--- config.mk ---
export PLATFORM = sky130hd
export DESIGN_NAME = cp0_except_ctrl
export DESIGN_NICKNAME = d
export VERILOG_FILES = /design/src/rtl/cp0_except_ctrl.sv
export SDC_FILE = /design/constraint.sdc
export NUM_CORES = 1
export LEC_CHECK = 0
export ABC_AREA = 1
export BUFFER_PORTS_ARGS = -buffer_cell sky130_fd_sc_hd__buf_2
export CAP_MARGIN = 20
export CORE_MARGIN = 2
export CORE_UTILIZATION = 55
export DETAILED_ROUTE_END_ITERATION = 10
export PLACE_DENSITY = 0.85
export SETUP_SLACK_MARGIN = 0.4
export SYNTH_ARGS = -nofsm -noshare
export SYNTH_HDL_FRONTEND = slang
export SYNTH_SLANG_ARGS = --single-unit
--- constraint.sdc ---
create_clock -name clk -period 3 [get_ports clk]
set_input_delay 0.3 -clock clk [delete_from_list [all_inputs] [get_ports clk]]
set_output_delay 0.3 -clock clk [all_outputs]
set_load 0.03 [all_outputs]
--- src/rtl/cp0_except_ctrl.sv ---
// MIPS-style CP0 subset (BadVAddr, Count, Compare, Status, Cause, EPC) that
// resolves exceptions, interrupts, eret and mtc0 for the instruction in MEM.
module cp0_except_ctrl (
   input  logic        clk,
   input  logic        resetn,
   input  logic        i_ena,
   input  logic [31:0] i_MEM_current_pc,
   input  logic [31:0] i_MEM_current_instr,
   input  logic        i_MEM_CP0_we,
   input  logic [31:0] i_MEM_CP0_wdata,
   input  logic [4:0]  i_MEM_CP0_except_cause,
   input  logic        i_MEM_current_is_in_delay_slot,
   input  logic        i_MEM_is_eret,
   input  logic [31:0] i_MEM_bad_vaddr,
   input  logic [5:0]  i_hw_int,
   output logic [31:0] o_CP0_rdata,
   output logic        o_except_flush,
   output logic [31:0] o_except_target
);

   localparam logic [31:0] EXC_VECTOR   = 32'hBFC0_0380;
   localparam logic [4:0]  CAUSE_NONE   = 5'h1F;
   localparam logic [4:0]  CAUSE_ADEL   = 5'd4;
   localparam logic [4:0]  CAUSE_ADES   = 5'd5;
   localparam logic [4:0]  REG_BADVADDR = 5'd8;
   localparam logic [4:0]  REG_COUNT    = 5'd9;
   localparam logic [4:0]  REG_COMPARE  = 5'd11;
   localparam logic [4:0]  REG_STATUS   = 5'd12;
   localparam logic [4:0]  REG_CAUSE    = 5'd13;
   localparam logic [4:0]  REG_EPC      = 5'd14;

   logic [31:0] badvaddr_q, badvaddr_d;
   logic [31:0] count_q,    count_d;
   logic [31:0] compare_q,  compare_d;
   logic [31:0] epc_q,      epc_d;
   logic        toggle_q,   toggle_d;
   logic        ti_q,       ti_d;
   logic        bd_q,       bd_d;
   logic        ie_q,       ie_d;
   logic        exl_q,      exl_d;
   logic [7:0]  im_q,       im_d;
   logic [5:0]  ip_hw_q,    ip_hw_d;
   logic [1:0]  ip_sw_q,    ip_sw_d;
   logic [4:0]  exccode_q,  exccode_d;

   logic [4:0]  reg_sel;
   logic [31:0] status_word;
   logic [31:0] cause_word;
   logic        int_pending;
   logic        exc_taken;
   logic [4:0]  exc_code;
   logic        eret_taken;
   logic        mtc0_taken;
   logic        unused_instr_bits;

   assign reg_sel           = i_MEM_current_instr[15:11];
   assign unused_instr_bits = ^{i_MEM_current_instr[31:16], i_MEM_current_instr[10:0]};

   assign status_word = {16'b0, im_q, 6'b0, exl_q, ie_q};
   assign cause_word  = {bd_q, ti_q, 14'b0, ip_hw_q, ip_sw_q, 1'b0, exccode_q, 2'b0};

   // An interrupt overrides whatever the instruction itself raised.
   assign int_pending = ie_q & ~exl_q & (|({ip_hw_q, ip_sw_q} & im_q));
   assign exc_taken   = i_ena & ((i_MEM_CP0_except_cause != CAUSE_NONE) | int_pending);
   assign exc_code    = int_pending ? 5'd0 : i_MEM_CP0_except_cause;
   assign eret_taken  = i_ena & i_MEM_is_eret & ~exc_taken;
   assign mtc0_taken  = i_ena & i_MEM_CP0_we & ~exc_taken & ~eret_taken;

   // Redirect is suppressed while reset is held so the pipeline sees a quiet port.
   assign o_except_flush  = resetn & (exc_taken | eret_taken);
   assign o_except_target = (resetn & eret_taken) ? epc_q : EXC_VECTOR;

   always_comb begin
      o_CP0_rdata = 32'd0;
      case (reg_sel)
         REG_BADVADDR: o_CP0_rdata = badvaddr_q;
         REG_COUNT:    o_CP0_rdata = count_q;
         REG_COMPARE:  o_CP0_rdata = compare_q;
         REG_STATUS:   o_CP0_rdata = status_word;
         REG_CAUSE:    o_CP0_rdata = cause_word;
         REG_EPC:      o_CP0_rdata = epc_q;
         default:      o_CP0_rdata = 32'd0;
      endcase
   end

   always_comb begin
      badvaddr_d = badvaddr_q;
      count_d    = count_q;
      compare_d  = compare_q;
      epc_d      = epc_q;
      toggle_d   = ~toggle_q;
      ti_d       = ti_q;
      bd_d       = bd_q;
      ie_d       = ie_q;
      exl_d      = exl_q;
      im_d       = im_q;
      ip_sw_d    = ip_sw_q;
      exccode_d  = exccode_q;
      ip_hw_d    = {i_hw_int[5] | ti_q, i_hw_int[4:0]};

      if (toggle_q) begin
         count_d = count_q + 32'd1;
      end
      if (count_q == compare_q) begin
         ti_d = 1'b1;
      end

      if (exc_taken) begin
         if (!exl_q) begin
            epc_d = i_MEM_current_is_in_delay_slot ? (i_MEM_current_pc - 32'd4)
                                                   : i_MEM_current_pc;
            bd_d  = i_MEM_current_is_in_delay_slot;
         end
         exccode_d = exc_code;
         exl_d     = 1'b1;
         if (exc_code == CAUSE_ADEL || exc_code == CAUSE_ADES) begin
            badvaddr_d = i_MEM_bad_vaddr;
         end
      end else if (eret_taken) begin
         exl_d = 1'b0;
      end else if (mtc0_taken) begin
         case (reg_sel)
            REG_COUNT: begin
               count_d  = i_MEM_CP0_wdata;
               toggle_d = 1'b0;
            end
            REG_COMPARE: begin
               compare_d = i_MEM_CP0_wdata;
               ti_d      = 1'b0;
            end
            REG_STATUS: begin
               im_d  = i_MEM_CP0_wdata[15:8];
               exl_d = i_MEM_CP0_wdata[1];
               ie_d  = i_MEM_CP0_wdata[0];
            end
            REG_CAUSE: ip_sw_d = i_MEM_CP0_wdata[9:8];
            REG_EPC:   epc_d   = i_MEM_CP0_wdata;
            default: ;
         endcase
      end
   end

   always_ff @(posedge clk or negedge resetn) begin
      if (!resetn) begin
         badvaddr_q <= 32'd0;
         count_q    <= 32'd0;
         compare_q  <= 32'd0;
         epc_q      <= 32'd0;
         toggle_q   <= 1'b0;
         ti_q       <= 1'b0;
         bd_q       <= 1'b0;
         ie_q       <= 1'b0;
         exl_q      <= 1'b0;
         im_q       <= 8'd0;
         ip_hw_q    <= 6'd0;
         ip_sw_q    <= 2'd0;
         exccode_q  <= 5'd0;
      end else begin
         badvaddr_q <= badvaddr_d;
         count_q    <= count_d;
         compare_q  <= compare_d;
         epc_q      <= epc_d;
         toggle_q   <= toggle_d;
         ti_q       <= ti_d;
         bd_q       <= bd_d;
         ie_q       <= ie_d;
         exl_q      <= exl_d;
         im_q       <= im_d;
         ip_hw_q    <= ip_hw_d;
         ip_sw_q    <= ip_sw_d;
         exccode_q  <= exccode_d;
      end
   end

endmodule
Yosys cells after proc, flatten, opt, wreduce, memory -nomap -nowiden:

Index checks and enable logic that the tools add are counted.
W data, S select, Z words.

* output and inout port bits: 65
* input bits: 145
* logic and storage cells: 85
* register bits: 154

* reduce and logical (&&, ||, !) cells: 13
* equal/unequal tests: 12
* $add $sub $neg: 2
* bitwise operators: 18
* multiplexer cells: 27

Operator list (count)
* $mux W32: 12
* $pmux W32 S6: 1
* $add A32 B1 Y32 const B: 1
* $eq A32 B32 Y1: 1
* $sub A32 B3 Y32 const B: 1
* $eq A5 B4 Y1 const B: 6
* $reduce_and A4 Y1: 4
* $mux W1: 13
* $and A1 B1 Y1: 10
* $eq A5 B3 Y1 const B: 2
* $and A8 B8 Y8: 1
* $reduce_or A8 Y1: 1
* $reduce_and A2 Y1: 3
* $reduce_bool A3 Y1: 2
* $mux W5: 1
* $ne A5 B5 Y1 const B: 1
* $ne A2 B2 Y1 const B: 2
* $not A1 Y1: 4
* $reduce_bool A2 Y1: 2
* $or A1 B1 Y1: 3
* $logic_or A1 B1 Y1: 1

Longest topological paths before layout:

Gate-level depths: netlist of run 1.

* depth after elaboration: 12
* mapped depth: 15
* gate-level depth less buffers: 14

Least setup slack after synthesis of run 1:

No wires, ideal clock.

* kind: input port to output port
* start point: input port i_MEM_current_instr[15]
* end point: output port o_CP0_rdata[10]
* path slack: 0.905 ns
* cell stages on the path: 9
* data arrival time: 1.795 ns
* path buffers: 2
* path through: inv_1 > nand2_1 > nor2_1 > inv_1 > nor2_2 > inv_1 > clkbuf_1 > clkbuf_1 > o211ai_1

* word-level cells in the longest chain between the ends: 2

Ends and longest elaborated chain
* start: declaration: RTL line 8 `input logic [31:0] i_MEM_current_instr,`
* $eq A5 B4 Y1: RTL line 75 `case (reg_sel)`
* $pmux W32 S6 (*): RTL line 75
* end: declaration: RTL line 16 `output logic [31:0] o_CP0_rdata,`

Every way passes the cells marked *; elsewhere a longest branch is shown, timed or not.

Worst setup path after layout of run 1:

* start point: register im_q[1]
* end point: output port o_except_target[24]

* word-level cells in the longest chain between the ends: 9

Ends and longest elaborated chain
* start: declaration: RTL line 41 `logic [7:0] im_q, im_d;`
* start signal: assignment: RTL line 168 `im_q <= im_d;`
* $and A8 B8 Y8: RTL line 63 `assign int_pending = ie_q & ~exl_q & (|({ip_hw_q, ip_sw_q} & im_q));`
* $reduce_or A8 Y1: RTL line 63
* $and A1 B1 Y1: RTL line 63
* $or A1 B1 Y1: RTL line 64 `assign exc_taken = i_ena & ((i_MEM_CP0_except_cause != CAUSE_NONE) | int_pending);`
* $and A1 B1 Y1: RTL line 64
* $not A1 Y1 (no line)
* $and A1 B1 Y1: RTL line 66 `assign eret_taken = i_ena & i_MEM_is_eret & ~exc_taken;`
* $and A1 B1 Y1: RTL line 71 `assign o_except_target = (resetn & eret_taken) ? epc_q : EXC_VECTOR;`
* $mux W32: RTL line 71
* end: declaration: RTL line 18 `output logic [31:0] o_except_target`

Every way passes these cells.

==> results of run 1 <==
[cell families (layout without fill, tap and decap cells)]
logic type      count (synthesis)  after routing  synth area share
fa+ha+maj                       2              2           0.00261
flops                         154            154             0.402
xor+xnor                       52             52            0.0475
buf+inv                       206            393            0.0857
other cells                     0              2                 0
simple gates                  780            782             0.351
compound gates                173            173             0.111
[per-stage QoR]
step,hold slack (ns),total power (W)
after floorplan,0.00441,0.00341
after global placement,0.411,0.00383
after detailed placement,0.411,0.00387
after CTS,0.0684,0.00618
after global routing,0.0691,0.00651
final,0.0525,0.00626
[final cells by class]
type	count	area share
antenna	2	0.000429
clock buffer	19	0.0380
clock inverter	13	0.0163
inverter	149	0.0483
multi-input combinational	1009	0.429
sequential	154	0.331
tap	225	0.0241
timing repair buffer	212	0.113
[Yosys cell counts (3+ instances only)]
master / instances
nor3_1: 20
nand3_1: 118
clkbuf_1: 34
nand2_4: 5
o21ai_1: 14
nand2_1: 442
inv_1: 143
o21ai_0: 88
xnor2_1: 21
a221oi_1: 8
or2_2: 24
buf_2: 19
dfrtp_1: 154
nor2_2: 5
a22oi_1: 29
nand2_2: 12
a21oi_1: 3
o2111ai_1: 8
buf_6: 3
nor2_1: 119
o211ai_1: 15
xor2_1: 31
nand4_1: 23
inv_2: 4
[registers in the layout (all words and copies together), names as in the netlist]
signal / flops
epc_q: 32
ie_q: 1
ip_sw_q: 2
toggle_q: 1
ti_q: 1
badvaddr_q: 32
compare_q: 32
bd_q: 1
exccode_q: 5
exl_q: 1
ip_hw_q: 6
im_q: 8
count_q: 32
[final timing paths]
path	endpoint	slack (ns)	cells after the start
setup / recovery	o_except_target[24]	0.38	10
hold / removal	epc_q[4]	0.05	2
setup reg to reg	compare_q[9]	0.75	11
hold reg to reg	badvaddr_q[4]	0.47	2
max in group asynchronous	ip_sw_q[0]	2.23	2
min in group clk	ip_hw_q[5]	0.06	2
[power by group]
part	total, W	switching, W	internal (W)
Sequential	0.00275	0.000347	0.00240
Clock	0.00232	0.000899	0.00142
Combinational	0.00120	0.000751	0.000448
[timing repair]
action	CTS	global route
hold endpoints to repair	5	0
hold buffers	5	0
gates cloned	1	2
pin swaps	1	6
gates resized for setup	7	76
buffers inserted	0	5
setup endpoints to repair	33	23
[per-layer routing]
layer / wire length, um / up-vias / track usage
met2: 14900 / 748 / 0.541
met5: 0 / - / 0
met1: 12900 / 4781 / 0.480
li1: - / 4762 / -
met3: 4380 / 147 / 0.108
met4: 1540 / 0 / 0.158
[placed cells by master (no fill, tap or decap), types with 3 or more instances in the layout]
cell | Yosys | layout
a22oi_1 | 29 | 29
buf_12 | 0 | 4
dfrtp_1 | 154 | 154
a221oi_1 | 8 | 8
o2111ai_1 | 8 | 8
nand3_1 | 118 | 118
nand2_2 | 12 | 13
or2_2 | 24 | 22
clkbuf_16 | 0 | 18
o21ai_1 | 14 | 14
nor2_4 | 2 | 3
buf_6 | 3 | 10
nand2_4 | 5 | 7
xnor2_1 | 21 | 21
dlygate4sd3_1 | 0 | 5
xor2_1 | 31 | 31
nand2_1 | 442 | 440
clkinvlp_4 | 0 | 5
nand4_1 | 23 | 23
inv_6 | 0 | 3
bufinv_16 | 0 | 4
nor2_2 | 5 | 15
nor2_1 | 119 | 108
buf_4 | 0 | 35
inv_2 | 4 | 5
a21oi_1 | 3 | 3
nor3_1 | 20 | 20
inv_1 | 143 | 142
o21ai_0 | 88 | 88
buf_2 | 19 | 155
o211ai_1 | 15 | 15
==> qor.csv, run 1 <==
metric,value,unit
Crit Path Class,reg2out,
Placed Cells incl. Taps,1736,
"Remaining Overflow, GRT",0,
Ys Warns,0,
leakage power,5.91,nW
area delta synth->final,21.7,%
Via density,5.85,
"Largest stage delay, worst path",0.41,ns
largest net degree at the start of global routing,156,
RSZ-0062 raised after global routing,true,
CP Cell Sequence,nand2_1 -> nand2_1 -> nor2_1 -> nand2_2 -> nand2_4 -> nand2_4 -> nor2_4 -> nand2_4 -> or2_2 -> buf_6,
number of I/O port buffers,182,
worst path arrival time,2.32,ns
Worst EP required,2.70,ns
Tightest Pin Transition,0.879,ns
die area,18500,um^2
run status,"complete, no violations",
Tmin final,2.62,ns
share of layout cells above drive strength 1,0.201,
critical path's slowest cell,dfrtp_1,
Rows,48,
"Seq/Total Area, Yosys",0.402,
Multi-input gate area,5000,um^2
dpl ws,0.436,ns
Tcrit/Tclk final,0.872,
Syn Nets,1514,
initial DRC count,1447,
crit-path leading delay family,simple AND/OR/NAND/NOR gates,
CTS tree,built,
Critical Path Start,im_q[1],
fill cell instance count of the final layout,1412,
Cells after Synth,1367,
synthesis-stage register bit count,154,
worst-skew pair later-pin latency,0.44,ns
RePlAce Congestion,1.00,
via count,10400,
CTS Root Cell,clkbuf_16,
Fmax,382,MHz
drt total wl,33.7,mm
clk sinks,154,
Pwr Density,537,nW/um^2
Max rail drop VDD,0.404,mV
dominant cell type by area after synthesis,dfrtp_1,
vias in the first global route,9579,
first-pass GRT wire length,50.3,mm
Post-synth EDFFs,0,
Slew headroom,0.414,
drt drc,0,
final hold violations,0,
"Core Util, Final",0.679,
CP Buf/Inv Count,1,
clock buffer depth,2,
Die W,136,um
"antenna viol nets, final",0,
Post-DP HPWL,23.4,mm
mean post-synth cell area,7.01,um^2
Max-Cap Viols,0,
Total GRT Usage,0.359,
routed len/inst,18.9,um
Clock Pin Slew Worst Setup and Hold Paths,0.06,ns
startpoint types,flop,
worst-case clock skew,0.00735,ns
post-route cell area,11700,um^2
Setup WS post-layout,0.385,ns
CP max FO,6,
Final Net Count,1690,
hold crit path type,in2async,
core area,17200,um^2
final setup fails,0,
Post-synth ARST share,1.00,
Starting Density,0.558,
Reg area,3850,um^2
TritonCTS buffer count,17,
area share of the largest cell type after synthesis,0.402,
H-tree levels,4,
cell mode on critical path,nand2_4,
die height,136,um
main area contributors after synthesis,"dfrtp_1 (40%), nand2_1 (17%), nand3_1 (6.2%), inv_1 (5.6%), nor2_1 (4.7%)",
Final TNS setup,0,ns
initial antenna violation count,1,
mapped cell area,9580,um^2
most common flop cell mapped by yosys,dfrtp_1,
# IOs,210,
"Slew Viols, Final",0,
Final Instance Count excl. Fillers,1783,
Setup crit end kind,output port,
Reg2Reg Launch Point,im_q[1],
1st-pass router iterations,6,
DP Area,10700,um^2
Synth cell types,43,
Note: power is estimated with default switching activity, not from simulation.
==> run 2: changes to the inputs <==
==> constraint.sdc (replaced) <==
create_clock -name clk -period 3 [get_ports clk]
set_input_delay 0.3 -clock clk [delete_from_list [all_inputs] [get_ports clk]]
set_output_delay 0.3 -clock clk [all_outputs]
set_load 0.005 [all_outputs]
==> run 2 against run 1 <==
  * Flip-flop and latch count is the same
  * Via count shrank 1.1%
  * Routed wire length shrank 3.9%
  * Non-clock buffer count shrank 1
  * Critical path depth is the same
  * Critical endpoint is now o_except_target[28]
  * Largest power group unchanged
  * Highest routed layer unchanged
==> qor.csv, run 2 (same netlist as run 1, synthesis figures left out) <==
metric,value,unit
initial antenna violation count,1,
Via density,5.79,
first-pass GRT wire length,48.8,mm
largest net degree at the start of global routing,66,
Setup WS post-layout,0.448,ns
most frequent cells in the layout,"nand2_1 (440), buf_2 (181), dfrtp_1 (154), inv_1 (143), nand3_1 (118)",
final hold violations,0,
vias in the first global route,9308,
Placed Cells incl. Taps,1738,
clk sinks,154,
Clock Pin Slew Worst Setup and Hold Paths,0.07,ns
routed len/inst,18.2,um
RSZ-0062 raised after global routing,false,
initial DRC count,1223,
core area,17200,um^2
Total GRT Usage,0.348,
CTS Root Cell,clkbuf_16,
Max rail drop VDD,0.412,mV
"antenna viol nets, final",0,
dpl ws,0.518,ns
worst path arrival time,2.25,ns
area delta synth->final,19.3,%
Setup crit end kind,output port,
Final Instance Count excl. Fillers,1782,
Die W,136,um
final setup fails,0,
Worst EP required,2.70,ns
DP Area,10700,um^2
run status,"complete, no violations",
die area,18500,um^2
Slew headroom,0.470,
Max-Cap Viols,0,
RePlAce Congestion,0.994,
post-route cell area,11400,um^2
Final Net Count,1689,
Final TNS setup,0,ns
TritonCTS buffer count,17,
Fmax,392,MHz
drt drc,0,
H-tree levels,4,
CP max FO,6,
via count,10300,
worst-case clock skew,0.00883,ns
share of layout cells above drive strength 1,0.193,
die height,136,um
startpoint types,flop,
number of I/O port buffers,182,
Post-DP HPWL,23.8,mm
"Slew Viols, Final",0,
Rows,48,
drt total wl,32.4,mm
worst-skew pair later-pin latency,0.43,ns
Crit Path Class,reg2out,
Pwr Density,528,nW/um^2
"Remaining Overflow, GRT",0,
clock buffer depth,2,
leakage power,5.85,nW
Tightest Pin Transition,0.796,ns
# IOs,210,
1st-pass router iterations,7,
Tmin final,2.55,ns
Tcrit/Tclk final,0.851,
CTS tree,built,
"most common cell after layout, fill and taps aside",nand2_1,
Starting Density,0.558,
hold crit path type,in2reg,
## run 2: final timing paths
check	startpoint	endpoint	slack, ns	depth (start not counted)
worst max-delay path	im_q[7]	o_except_target[28]	0.45	10
worst min-delay path	i_hw_int[5]	ip_hw_q[5]	0.08	2
worst max register to register	im_q[7]	badvaddr_q[3]	0.62	12
worst min register to register	badvaddr_q[18]	badvaddr_q[18]	0.47	2
max in group asynchronous	resetn	compare_q[26]	1.49	3
min in group asynchronous	resetn	badvaddr_q[4]	0.35	2
## run 2: cell type report
cell class / instances / area [um^2]
repair buffers: 211 / 1170
inverters: 149 / 559
diodes: 2 / 5.00
multi-input cells: 1009 / 4970
clock inverters: 12 / 141
clock buffers: 20 / 447
fillers: 1474 / 5750
flip-flops and latches: 154 / 3850
well taps: 225 / 282
## run 2: repair_timing
item | in CTS | in global routing
pin swaps | 0 | 3
resized for setup | 3 | 9
hold buffers | 6 | 0
endpoints found under the hold margin | 38 | 0
setup buffers | 0 | 2
endpoints found under the setup margin | 33 | 30
cloned | 0 | 2
## run 2: worst max-delay path, stage by stage, from the launching register on
cell and delay (ns):
dfrtp_1 0.40, nand2_1 0.08, nand2_1 0.07, nor2_2 0.12, nand2_2 0.10, nand2_4 0.11, nand2_4 0.08, nor2_4 0.27
nand2_4 0.16, or2_2 0.30, buf_2 0.13
## run 2: metal layers
metal	routed length (um)	track usage	vias to the layer above
li1	-	-	4752
met1	12900	0.475	4808
met2	14400	0.530	637
met3	3990	0.0951	128
met4	1200	0.132	0
met5	0	0	-
## run 2: through the flow
step	utilization	power, W	hold slack (ns)
2_1_floorplan	-	0.00337	0.00441
3_3_place_gp	0.623	0.00379	0.211
3_5_place_dp	0.623	0.00383	0.215
4_1_cts	0.662	0.00598	0.0717
5_1_grt	0.665	0.00627	0.0822
6_report	0.665	0.00603	0.0784
## run 2: power breakdown
group | internal, W | total [W] | switching [W]
sequential | 0.00240 | 0.00274 | 0.000337
combinational | 0.000440 | 0.00113 | 0.000690
clock | 0.00126 | 0.00216 | 0.000909
total | 0.00410 | 0.00603 | 0.00194
